<file path="src/rtl/mem_arb_pkg.sv">
// Shared types for the unified-memory port arbiter: FSM states, owner encoding
// and latency counter width.
package mem_arb_pkg;

    localparam int unsigned LAT_CNT_W = 4;

    typedef enum logic [1:0] {
        ST_IDLE  = 2'd0,
        ST_ISSUE = 2'd1,
        ST_WAIT  = 2'd2,
        ST_RESP  = 2'd3
    } state_t;

    typedef enum logic {
        OWN_IF = 1'b0,
        OWN_DM = 1'b1
    } owner_t;

endpackage

</file>
<file path="src/rtl/mem_port_arbiter_if.sv">
// Bundles the fetch, data and memory-side signals of mem_port_arbiter.
// slave = arbiter side, master = requesters plus memory.
interface mem_port_arbiter_if #(
    parameter int unsigned ADDR_W = 32,
    parameter int unsigned DATA_W = 32
) ();

    logic              if_req;
    logic [ADDR_W-1:0] if_addr;
    logic [DATA_W-1:0] if_rdata;
    logic              if_ack;
    logic              if_stall;

    logic              dm_req;
    logic              dm_we;
    logic [ADDR_W-1:0] dm_addr;
    logic [DATA_W-1:0] dm_wdata;
    logic [DATA_W-1:0] dm_rdata;
    logic              dm_ack;
    logic              dm_stall;

    logic              mem_ren;
    logic              mem_wen;
    logic [ADDR_W-1:0] mem_addr;
    logic [DATA_W-1:0] mem_wdata;
    logic [DATA_W-1:0] mem_rdata;

    modport slave (
        input  if_req, if_addr, dm_req, dm_we, dm_addr, dm_wdata, mem_rdata,
        output if_rdata, if_ack, if_stall, dm_rdata, dm_ack, dm_stall,
               mem_ren, mem_wen, mem_addr, mem_wdata
    );

    modport master (
        output if_req, if_addr, dm_req, dm_we, dm_addr, dm_wdata, mem_rdata,
        input  if_rdata, if_ack, if_stall, dm_rdata, dm_ack, dm_stall,
               mem_ren, mem_wen, mem_addr, mem_wdata
    );

endinterface

</file>
<file path="src/rtl/mem_arb_pick.sv">
// Combinational grant selection between fetch and data requests.
// ARB_ROUND_ROBIN_EN: ties go to the requester not granted most recently.
module mem_arb_pick
    import mem_arb_pkg::*;
(
    input  logic   if_req,
    input  logic   dm_req,
`ifdef ARB_ROUND_ROBIN_EN
    input  owner_t last_own,
`endif
    output logic   any_req,
    output owner_t grant
);

    always_comb begin
        any_req = if_req | dm_req;
        grant   = dm_req ? OWN_DM : OWN_IF;
`ifdef ARB_ROUND_ROBIN_EN
        if (if_req && dm_req) begin
            grant = (last_own == OWN_DM) ? OWN_IF : OWN_DM;
        end
`endif
    end

endmodule

</file>
<file path="src/rtl/mem_port_arbiter.sv">
// Shares one fixed-latency single-ported memory between IF and MEM stages.
// Optional ARB_ROUND_ROBIN_EN selects round-robin instead of dm-first priority.
module mem_port_arbiter
    import mem_arb_pkg::*;
#(
    parameter int unsigned ADDR_W      = 32,
    parameter int unsigned DATA_W      = 32,
    parameter int unsigned MEM_LATENCY = 1
) (
    input  logic              clock,
    input  logic              reset,
    mem_port_arbiter_if.slave bus
);

    state_t                 state_q, state_d;
    owner_t                 own_q, own_d;
    logic                   we_q, we_d;
    logic [LAT_CNT_W-1:0]   cnt_q, cnt_d;
    logic [ADDR_W-1:0]      addr_q, addr_d;
    logic [DATA_W-1:0]      wdata_q, wdata_d;
    logic [DATA_W-1:0]      if_rdata_q, if_rdata_d;
    logic [DATA_W-1:0]      dm_rdata_q, dm_rdata_d;

    logic                   pick_any;
    owner_t                 pick_own;

`ifdef ARB_ROUND_ROBIN_EN
    owner_t                 ptr_q, ptr_d;

    always_comb begin
        ptr_d = ptr_q;
        if (state_q == ST_IDLE && pick_any) begin
            ptr_d = pick_own;
        end
    end

    always_ff @(posedge clock or posedge reset) begin
        if (reset) begin
            ptr_q <= OWN_IF;
        end else begin
            ptr_q <= ptr_d;
        end
    end
`endif

    mem_arb_pick u_pick (
        .if_req   (bus.if_req),
        .dm_req   (bus.dm_req),
`ifdef ARB_ROUND_ROBIN_EN
        .last_own (ptr_q),
`endif
        .any_req  (pick_any),
        .grant    (pick_own)
    );

    always_comb begin
        state_d    = state_q;
        own_d      = own_q;
        we_d       = we_q;
        cnt_d      = cnt_q;
        addr_d     = addr_q;
        wdata_d    = wdata_q;
        if_rdata_d = if_rdata_q;
        dm_rdata_d = dm_rdata_q;

        case (state_q)
            ST_IDLE: begin
                if (pick_any) begin
                    state_d = ST_ISSUE;
                    own_d   = pick_own;
                    if (pick_own == OWN_DM) begin
                        we_d    = bus.dm_we;
                        addr_d  = bus.dm_addr;
                        wdata_d = bus.dm_wdata;
                    end else begin
                        we_d    = 1'b0;
                        addr_d  = bus.if_addr;
                        wdata_d = '0;
                    end
                end
            end
            ST_ISSUE: begin
                state_d = ST_WAIT;
                cnt_d   = LAT_CNT_W'(MEM_LATENCY - 1);
            end
            ST_WAIT: begin
                if (cnt_q == '0) begin
                    state_d = ST_RESP;
                    // Read data lands only in the owner's register; writes leave both alone.
                    if (!we_q) begin
                        if (own_q == OWN_DM) begin
                            dm_rdata_d = bus.mem_rdata;
                        end else begin
                            if_rdata_d = bus.mem_rdata;
                        end
                    end
                end else begin
                    cnt_d = cnt_q - 1'b1;
                end
            end
            ST_RESP: begin
                state_d = ST_IDLE;
            end
            default: begin
                state_d = ST_IDLE;
            end
        endcase
    end

    always_ff @(posedge clock or posedge reset) begin
        if (reset) begin
            state_q    <= ST_IDLE;
            own_q      <= OWN_IF;
            we_q       <= 1'b0;
            cnt_q      <= '0;
            addr_q     <= '0;
            wdata_q    <= '0;
            if_rdata_q <= '0;
            dm_rdata_q <= '0;
        end else begin
            state_q    <= state_d;
            own_q      <= own_d;
            we_q       <= we_d;
            cnt_q      <= cnt_d;
            addr_q     <= addr_d;
            wdata_q    <= wdata_d;
            if_rdata_q <= if_rdata_d;
            dm_rdata_q <= dm_rdata_d;
        end
    end

    assign bus.mem_ren   = (state_q == ST_ISSUE) && !we_q;
    assign bus.mem_wen   = (state_q == ST_ISSUE) && we_q;
    assign bus.mem_addr  = addr_q;
    assign bus.mem_wdata = wdata_q;
    assign bus.if_ack    = (state_q == ST_RESP) && (own_q == OWN_IF);
    assign bus.dm_ack    = (state_q == ST_RESP) && (own_q == OWN_DM);
    assign bus.if_rdata  = if_rdata_q;
    assign bus.dm_rdata  = dm_rdata_q;
    assign bus.if_stall  = bus.if_req & ~bus.if_ack;
    assign bus.dm_stall  = bus.dm_req & ~bus.dm_ack;

endmodule

</file>
<file path="src/flat_wrapper.sv">
// flat-port wrapper written by rule: the top's interface ports become plain ports
module mem_port_arbiter_flat import mem_arb_pkg::*;
#(
    parameter int unsigned ADDR_W      = 32,
    parameter int unsigned DATA_W      = 32,
    parameter int unsigned MEM_LATENCY = 1
)
  (clock, reset, bus_if_req, bus_if_addr, bus_dm_req, bus_dm_we, bus_dm_addr, bus_dm_wdata, bus_mem_rdata, bus_if_rdata, bus_if_ack, bus_if_stall, bus_dm_rdata, bus_dm_ack, bus_dm_stall, bus_mem_ren, bus_mem_wen, bus_mem_addr, bus_mem_wdata);
  mem_port_arbiter_if #(.ADDR_W(ADDR_W), .DATA_W(DATA_W)) bus_i ();
  input  logic clock;
  input  logic reset;
  input wire logic [$bits(bus_i.if_req)-1:0] bus_if_req;
  input wire logic [$bits(bus_i.if_addr)-1:0] bus_if_addr;
  input wire logic [$bits(bus_i.dm_req)-1:0] bus_dm_req;
  input wire logic [$bits(bus_i.dm_we)-1:0] bus_dm_we;
  input wire logic [$bits(bus_i.dm_addr)-1:0] bus_dm_addr;
  input wire logic [$bits(bus_i.dm_wdata)-1:0] bus_dm_wdata;
  input wire logic [$bits(bus_i.mem_rdata)-1:0] bus_mem_rdata;
  output wire logic [$bits(bus_i.if_rdata)-1:0] bus_if_rdata;
  output wire logic [$bits(bus_i.if_ack)-1:0] bus_if_ack;
  output wire logic [$bits(bus_i.if_stall)-1:0] bus_if_stall;
  output wire logic [$bits(bus_i.dm_rdata)-1:0] bus_dm_rdata;
  output wire logic [$bits(bus_i.dm_ack)-1:0] bus_dm_ack;
  output wire logic [$bits(bus_i.dm_stall)-1:0] bus_dm_stall;
  output wire logic [$bits(bus_i.mem_ren)-1:0] bus_mem_ren;
  output wire logic [$bits(bus_i.mem_wen)-1:0] bus_mem_wen;
  output wire logic [$bits(bus_i.mem_addr)-1:0] bus_mem_addr;
  output wire logic [$bits(bus_i.mem_wdata)-1:0] bus_mem_wdata;
  assign bus_i.if_req = bus_if_req;
  assign bus_i.if_addr = bus_if_addr;
  assign bus_i.dm_req = bus_dm_req;
  assign bus_i.dm_we = bus_dm_we;
  assign bus_i.dm_addr = bus_dm_addr;
  assign bus_i.dm_wdata = bus_dm_wdata;
  assign bus_i.mem_rdata = bus_mem_rdata;
  assign bus_if_rdata = bus_i.if_rdata;
  assign bus_if_ack = bus_i.if_ack;
  assign bus_if_stall = bus_i.if_stall;
  assign bus_dm_rdata = bus_i.dm_rdata;
  assign bus_dm_ack = bus_i.dm_ack;
  assign bus_dm_stall = bus_i.dm_stall;
  assign bus_mem_ren = bus_i.mem_ren;
  assign bus_mem_wen = bus_i.mem_wen;
  assign bus_mem_addr = bus_i.mem_addr;
  assign bus_mem_wdata = bus_i.mem_wdata;
  mem_port_arbiter #(.ADDR_W(ADDR_W), .DATA_W(DATA_W), .MEM_LATENCY(MEM_LATENCY)) u_core (.clock(clock), .reset(reset), .bus(bus_i));
endmodule
</file>
<file path="config.mk">
export PLATFORM = sky130hd
export DESIGN_NAME = mem_port_arbiter_flat
export DESIGN_NICKNAME = d
export VERILOG_FILES = /design/src/rtl/mem_arb_pkg.sv /design/src/rtl/mem_port_arbiter_if.sv /design/src/rtl/mem_arb_pick.sv /design/src/rtl/mem_port_arbiter.sv /design/src/flat_wrapper.sv
export SDC_FILE = /design/constraint.sdc
export NUM_CORES = 1
export LEC_CHECK = 0
export ABC_AREA = 1
export ABC_CLOCK_PERIOD_IN_PS = 4480
export CAP_MARGIN = 0
export CELL_PAD_IN_SITES_DETAIL_PLACEMENT = 0
export CELL_PAD_IN_SITES_GLOBAL_PLACEMENT = 1
export CORE_MARGIN = 2
export CORE_UTILIZATION = 25
export DETAILED_ROUTE_END_ITERATION = 6
export HOLD_SLACK_MARGIN = 0.08
export PLACE_DENSITY_LB_ADDON = 0.08
export SYNTH_ARGS = -nofsm -noshare
export SYNTH_HDL_FRONTEND = slang
export SYNTH_HIERARCHICAL = 1
export SYNTH_SLANG_ARGS = --single-unit
</file>
<file path="constraint.sdc">
create_clock -name clock -period 4.48 [get_ports clock]
set_clock_uncertainty 0.15 [all_clocks]
set_input_delay 0.896 -clock clock [delete_from_list [all_inputs] [get_ports clock]]
set_output_delay 0.896 -clock clock [all_outputs]
set_load 0.02 [all_outputs]
</file>
==> key figures, run 1 <==
Status
  • Run status: finished clean

Clock tree
  • Clk sinks: around 140
  • CTS tree: yes
  • Clock root cell: clkbuf_16
  • CTS clk-pin slew, worst paths: 0.06 ns
  • Post-CTS sizing: 0
  • Postcts setup bufs: 0
  • Cts hold-fix bufs: 0
  • CTS buffer count: 17
  • Worst-case clock buffer depth: 2
  • H-tree levels: 4
  • Worst skew pair latency: just over 0.4 ns

Synthesis
  • Synthesized area per cell: 8.85 µm²
  • Synth Net Count: 816
  • Top post-synthesis cells by area: dfrtp_1, nand2_1, nand4_1, a21oi_1, o21ai_0
  • Flops & latches, synth: 136
  • Adder-Cell Fraction of Synth Area: under 10%
  • Mapped Cells: 677
  • Library cells used by synthesis: 24
  • Top cell type by total area after synthesis: dfrtp_1
  • Cell Area, Synth: ~6000 µm²
  • Post-synthesis mux area share: 0%
  • Seq/Total Area, Yosys: 56.8%
  • Synth Area in Compound Gates: ~8.3%
  • Post-Synth Simple-Gate Area: 26.9%
  • Synth top area share: roughly 57%
  • Synth warn: 6
  • Largest family of logic cells by synthesized area: simple AND/OR/NAND/NOR gates
  • Synth Area in XOR/XNOR: less than 1%

Placement
  • Post-DP HPWL: 13500 µm
  • Port bufs: between 200 and 300
  • RePlAce Congestion: 0.783

Routing
  • Number of vias in the routed layout: between 5000 and 6000
  • Antenna violation net count after detailed routing: 0
  • Drt wl/cell: 16.3 µm
  • DR pass1 iterations: 4
  • Final WL: 20400 µm
  • DRT iter0 DRCs: 237
  • Drc violations: 0
  • Via-per-instance ratio: 4.42

STA
  • Worst-margin pin slew: 1.13 ns
  • Unrepaired setup endpoints after global routing: no
  • Setup tns final: 0 ns
  • Final setup viols: 0
  • Final Critical Period: between 3 and 4 ns
  • Final Hold Viols: 0
  • Fmax: ~320 MHz
  • Final critical-path share of the clock period: 70.7%
  • Max-slew violations: 0
  • Relative slew slack: 24.5%

Global routing
  • Total track usage: approximately 16%
  • Antenna violations before repair: 1
  • Vias in the first global route: 5732
  • Global-route wire length before repair: roughly 32000 µm
  • Pin count of the biggest net entering global routing: 137
  • Grt total ovfl: 0

Floorplanning
  • Num rows: 56
  • Initial Util: about a quarter
  • I/O pin cnt: 267
  • Height of the chip: 159 µm
  • Chip width: 159 µm
  • Total core area: 23500 µm²
  • Die area: 25200 µm²

Flow run
  • Number of max-cap violations: 0

Pwr
  • Power Total: 0.00711 W
  • VDD IR max: 0.258 mV
  • Pwr Density: 753 nW/µm²
  • Switching pwr: 0.00284 W
  • Internal power: 0.00427 W
  • Switch share: 39.9%
  • Clk pwr share: 22.0%
  • Leakage: approximately 4.3 nW
  • Reg power frac: between 30 and 40%
  • Comb pwr share: between 40% and 50%

Finish
  • Final Core Density: between 40% and 50%
  • Commonest non-fill, non-tap cell in the layout: clkdlybuf4s50_1
  • Ratio of cells with drive above 1 in the final layout: 5.38%
  • Synth-to-layout area growth: 57.7%
  • Fin nets: 1057
  • Most frequent cells in the layout: clkdlybuf4s50_1, nand2_1, dfrtp_1
  • Fill cells: 2359

Setup path
  • Setup crit end kind: output pin
  • Reg2reg path depth: 7
  • WS Path Type: input pin to output pin
  • Crit path required time: 3.43 ns
  • CP Data Arrival Time: approximately 2.1 ns
  • CP Max Fanout: 2
  • Startpoint class of the critical path: input pin

Worst hold path
  • Worst hold path class: flop to flop
  • WHS Path Cells: 2
final cells by class:
type                            instances  area, µm²  share of cell area (%)
Antenna cell                            1       2.50                  0.0265
Clock buffer                           20        457                    4.84
Clock inverter                         11        195                    2.07
Inverter                               22       86.3                   0.914
Multi-Input combinational cell        470       2190                    23.2
Sequential cell                       136       3400                    36.0
Tap cell                              319        399                    4.23
Timing Repair Buffer                  271       2710                    28.7
synth_stat cells (all sizes together):
master	n
ha	6
a21oi	64
or2	1
xnor2	1
buf	35
o21ai	35
clkinv	1
nand2	248
clkbuf	14
nand3	8
nand4	66
nor2	41
dfrtp	136
inv	21
cells by family (layout without fill, tap and decap cells):
family | after synthesis | count (layout)
fa+ha+maj | 6 | 6
other cells | 0 | 1
buf+inv | 71 | 324
flops | 136 | 136
compound gates | 99 | 99
simple gates | 364 | 364
xor+xnor | 1 | 1
path summary, 6_finish.rpt:
kind / endpoint / slack [ns] / startpoint
worst max-delay path: bus_if_stall / 1.31 / bus_if_req
worst min-delay path: u_core/bus.if_rdata[31]$_DFFE_PP0P_ / 0.32 / u_core/bus.if_rdata[31]$_DFFE_PP0P_
worst max register to register: u_core/bus.if_rdata[2]$_DFFE_PP0P_ / 1.75 / u_core/state_q[0]$_DFFE_PP0P_
worst min register to register: u_core/bus.if_rdata[31]$_DFFE_PP0P_ / 0.32 / u_core/bus.if_rdata[31]$_DFFE_PP0P_
max in group asynchronous: u_core/bus.if_rdata[13]$_DFFE_PP0P_ / 2.71 / reset
min in group asynchronous: u_core/bus.dm_rdata[21]$_DFFE_PP0P_ / 0.92 / reset
power by group through the flow:
stage,combinational (W),clock [W],sequential (W)
after floorplan,0.00115,0,0.00281
after global placement,0.00340,0,0.00215
after detailed placement,0.00343,0,0.00216
after CTS,0.00344,0.00162,0.00215
after global routing,0.00369,0.00167,0.00222
final,0.00340,0.00157,0.00214
flip-flops by register name, indices dropped and copies added, names as in the netlist:
name,count
u_core/we_q,1
u_core/bus.if_rdata,32
u_core/bus.dm_rdata,32
u_core/bus.mem_wdata,32
u_core/state_q,2
u_core/cnt_q,4
u_core/bus.mem_addr,32
u_core/own_q,1
worst max-delay path, cell delays in order:
cell and delay (ns):
clkdlybuf4s50_1 0.47, inv_1 0.04, nor2_1 0.10, clkdlybuf4s50_1 0.62
metrics by stage:
stage	cell area, µm²	setup WS (ns)	hold WS [ns]	instances
global route	9450	1.26	0.332	1250
CTS	9440	1.30	0.322	1249
finish	9450	1.31	0.317	1250
floorplan	5990	1.74	0.319	677
detailed placement	8790	1.31	0.308	1218
global placement	8790	1.29	0.303	1218
layer usage:
layer	wire length, µm	vias up	share of wire, %	global-route usage [%]
li1	-	2718	-	-
met1	9050	2581	44	20.3
met2	9100	206	45	25.1
met3	2030	16	10	7.37
met4	238	0	1.2	4.80
met5	0	-	0	0
Note: power is estimated with default switching activity, not from simulation.
==> run 2, diff against run 1 <==
--- a/config.mk
+++ b/config.mk
@@ -6,7 +6,7 @@
 export NUM_CORES = 1
 export LEC_CHECK = 0
 export ABC_AREA = 1
-export ABC_CLOCK_PERIOD_IN_PS = 4480
+export ABC_CLOCK_PERIOD_IN_PS = 2700
 export CAP_MARGIN = 0
 export CELL_PAD_IN_SITES_DETAIL_PLACEMENT = 0
 export CELL_PAD_IN_SITES_GLOBAL_PLACEMENT = 1
==> constraint.sdc (replaced) <==
create_clock -name clock -period 2.7 [get_ports clock]
set_clock_uncertainty 0.15 [all_clocks]
set_input_delay 0.54 -clock clock [delete_from_list [all_inputs] [get_ports clock]]
set_output_delay 0.54 -clock clock [all_outputs]
set_load 0.02 [all_outputs]
==> run 2 against run 1 <==
Wire length down 0.50%. Worst hold slack better by 0.0034 ns. Count of clock-buffer cells in the layout down 3. Clock power up 59%. Final cell count up 0.64%. Combinational power up 67%. Setup slack worse by 1.2 ns. Global-route usage up 0.23 points. Core utilization up 0.36 points. Final area up 0.89%.
==> key figures, run 2 (synthesis gave the netlist of run 1 again) <==
Status
  • Run status: finished clean

Floorplanning
  • Num rows: 56
  • Initial Util: 25.5%
  • Height of the chip: between 150 and 200 µm
  • Die area: 25200 µm²
  • I/O pin cnt: around 270
  • Chip width: around 160 µm
  • Total core area: 23500 µm²

Clock tree
  • CTS clk-pin slew, worst paths: 0.06 ns
  • Clk sinks: 136
  • Cts hold-fix bufs: 0
  • CTS buffer count: 17
  • CTS tree: yes
  • Clock root cell: clkbuf_16
  • Worst skew pair latency: 0.41 ns
  • H-tree levels: 4
  • Worst-case clock buffer depth: 2
  • Postcts setup bufs: 0
  • Post-CTS sizing: 1

Placement
  • Port bufs: 266
  • Placed Instances: 1226
  • RePlAce Congestion: 0.784
  • Post-DP HPWL: 13800 µm

Global routing
  • M2 GR Usage: between 20% and 30%
  • Grt total ovfl: 0
  • Total track usage: between 10% and 20%
  • GR Util met1: 20.1%
  • Antenna violations before repair: 1
  • Vias in the first global route: 5827
  • M3 GR Usage: under 10%
  • Global-route wire length before repair: around 33000 µm
  • Pin count of the biggest net entering global routing: 97
  • GRT busiest layer: met2

Finish
  • Ratio of cells with drive above 1 in the final layout: roughly 6.4%
  • Most frequent cells in the layout: clkdlybuf4s50_1, nand2_1, dfrtp_1
  • Sequential Area: 3400 µm²
  • Area of the multi-input gates: 2200 µm²
  • Commonest non-fill, non-tap cell in the layout: clkdlybuf4s50_1
  • Fin cells: 1258
  • Fill cells: 2339
  • Synth-to-layout area growth: 59.1%
  • Fin nets: approximately 1100

Setup path
  • Critical path's top delay family: buffers and inverters
  • CP Max Fanout: 4
  • Critical path, cell by cell: ha_1 > nand2_1 > inv_1 > nor2_1 > clkdlybuf4s50_1
  • CP Data Arrival Time: around 1.9 ns
  • Setup crit end kind: output pin
  • Reg-to-reg slack, setup: 0.65 ns
  • Crit path required time: 2.01 ns
  • WS Path Type: flop to output pin
  • Crit path largest cell delay: 0.61 ns
  • Startpoint class of the critical path: flop
  • CP Buf/Inv Count: 2
  • Slowest cell on crit path: clkdlybuf4s50_1

STA
  • Max-slew violations: 0
  • Fmax: 389 MHz
  • Worst-margin pin slew: 0.574 ns
  • Unrepaired setup endpoints after global routing: no
  • Final setup viols: 0
  • Relative slew slack: 61.7%
  • Final Hold Viols: 0
  • Setup tns final: 0 ns
  • Final Critical Period: 2.57 ns
  • Final critical-path share of the clock period: ~95%

Routing
  • Final WL: about 20000 µm
  • Number of vias in the routed layout: 5639
  • DR pass1 iterations: 4
  • Drt wl/cell: approximately 16 µm
  • Via-per-instance ratio: between 4 and 5
  • DRT iter0 DRCs: about 200
  • Drc violations: 0
  • Antenna violation net count after detailed routing: 0

Pwr
  • VDD IR max: 0.406 mV
  • Pwr Density: 1230 nW/µm²
  • Leakage: 4.30 nW

Worst hold path
  • Worst hold path class: flop to flop

Flow run
  • Number of max-cap violations: 0
## run 2: cell count changes in the layout (fill, tap and decap cells not counted), sizes merged, moves of 2 or more
cell,previous run,this run
clkdlybuf4s50,265,263
buf,6,14
clkbuf,20,17
clkinvlp,1,4
inv,21,23
## run 2: power breakdown
part | leakage (nW) | switching (W) | internal, W | total, W
clock network | 0.296 | 0.000938 | 0.00155 | 0.00249
logic | 2.34 | 0.00323 | 0.00246 | 0.00569
registers | 1.67 | 0.000563 | 0.00301 | 0.00357
total | 4.30 | 0.00473 | 0.00702 | 0.0117
## run 2: area by class of cell
| class | count | share of cell area, % |
|---|---|---|
| multi-input combinational | 470 | 23.1 |
| sequential | 136 | 35.7 |
| tap | 319 | 4.19 |
| clock buffer | 17 | 4.46 |
| clock inverter | 14 | 2.06 |
| timing repair buffer | 279 | 29.6 |
| inverter | 22 | 0.906 |
| antenna | 1 | 0.0263 |
## run 2: path summary, 6_finish.rpt
| check | start | to | cells past startpoint |
|---|---|---|---|
| max in group asynchronous | reset | u_core/bus.mem_addr[12]$_DFFE_PP0P_ | 3 |
| max reg2reg | u_core/cnt_q[0]$_DFFE_PP0P_ | u_core/bus.if_rdata[5]$_DFFE_PP0P_ | 7 |
| min reg2reg | u_core/bus.dm_rdata[17]$_DFFE_PP0P_ | u_core/bus.dm_rdata[17]$_DFFE_PP0P_ | 2 |
| max | u_core/state_q[1]$_DFFE_PP0P_ | bus_dm_stall | 5 |
| min in group asynchronous | reset | u_core/bus.mem_wdata[10]$_DFFE_PP0P_ | 3 |
| min | u_core/bus.dm_rdata[17]$_DFFE_PP0P_ | u_core/bus.dm_rdata[17]$_DFFE_PP0P_ | 2 |
## run 2: worst register-to-register path, stage by stage (launching register included)
cell     delay, ns
dfrtp_1       0.38
inv_1         0.11
ha_1          0.36
nand2_2       0.15
nor2_8        0.40
buf_12        0.25
nand4_1       0.12
nand2_1       0.09
## run 2: routing by layer
layer / wire, µm / up-vias
met5: 0 / -
met4: 389 / 0
met3: 2320 / 22
met2: 9040 / 232
met1: 8570 / 2657
li1: - / 2728
## run 2: stage by stage
| step | hold WS [ns] | util, % | worst slack (ns) | power, W | area, µm² |
|---|---|---|---|---|---|
| 5_1_grt | 0.338 | 40.6 | 0.0107 | 0.0126 | 9530 |
| 4_1_cts | 0.324 | 40.6 | 0.0504 | 0.0119 | 9520 |
| 2_1_floorplan | 0.319 | - | 0.317 | 0.00656 | 5990 |
| 3_5_place_dp | 0.308 | 37.9 | 0.243 | 0.00935 | 8900 |
| 3_3_place_gp | 0.304 | 37.9 | 0.212 | 0.00929 | 8900 |
| 6_report | 0.321 | 40.6 | 0.127 | 0.0117 | 9530 |
==> run 3, diff against run 2 <==
--- a/config.mk
+++ b/config.mk
@@ -12,6 +12,7 @@
 export CELL_PAD_IN_SITES_GLOBAL_PLACEMENT = 1
 export CORE_MARGIN = 2
 export CORE_UTILIZATION = 25
+export CTS_CLUSTER_DIAMETER = 80
 export DETAILED_ROUTE_END_ITERATION = 6
 export HOLD_SLACK_MARGIN = 0.08
 export PLACE_DENSITY_LB_ADDON = 0.08
==> results of run 3 <==
The final DEF is identical to that of run 2; final timing and power are the same.
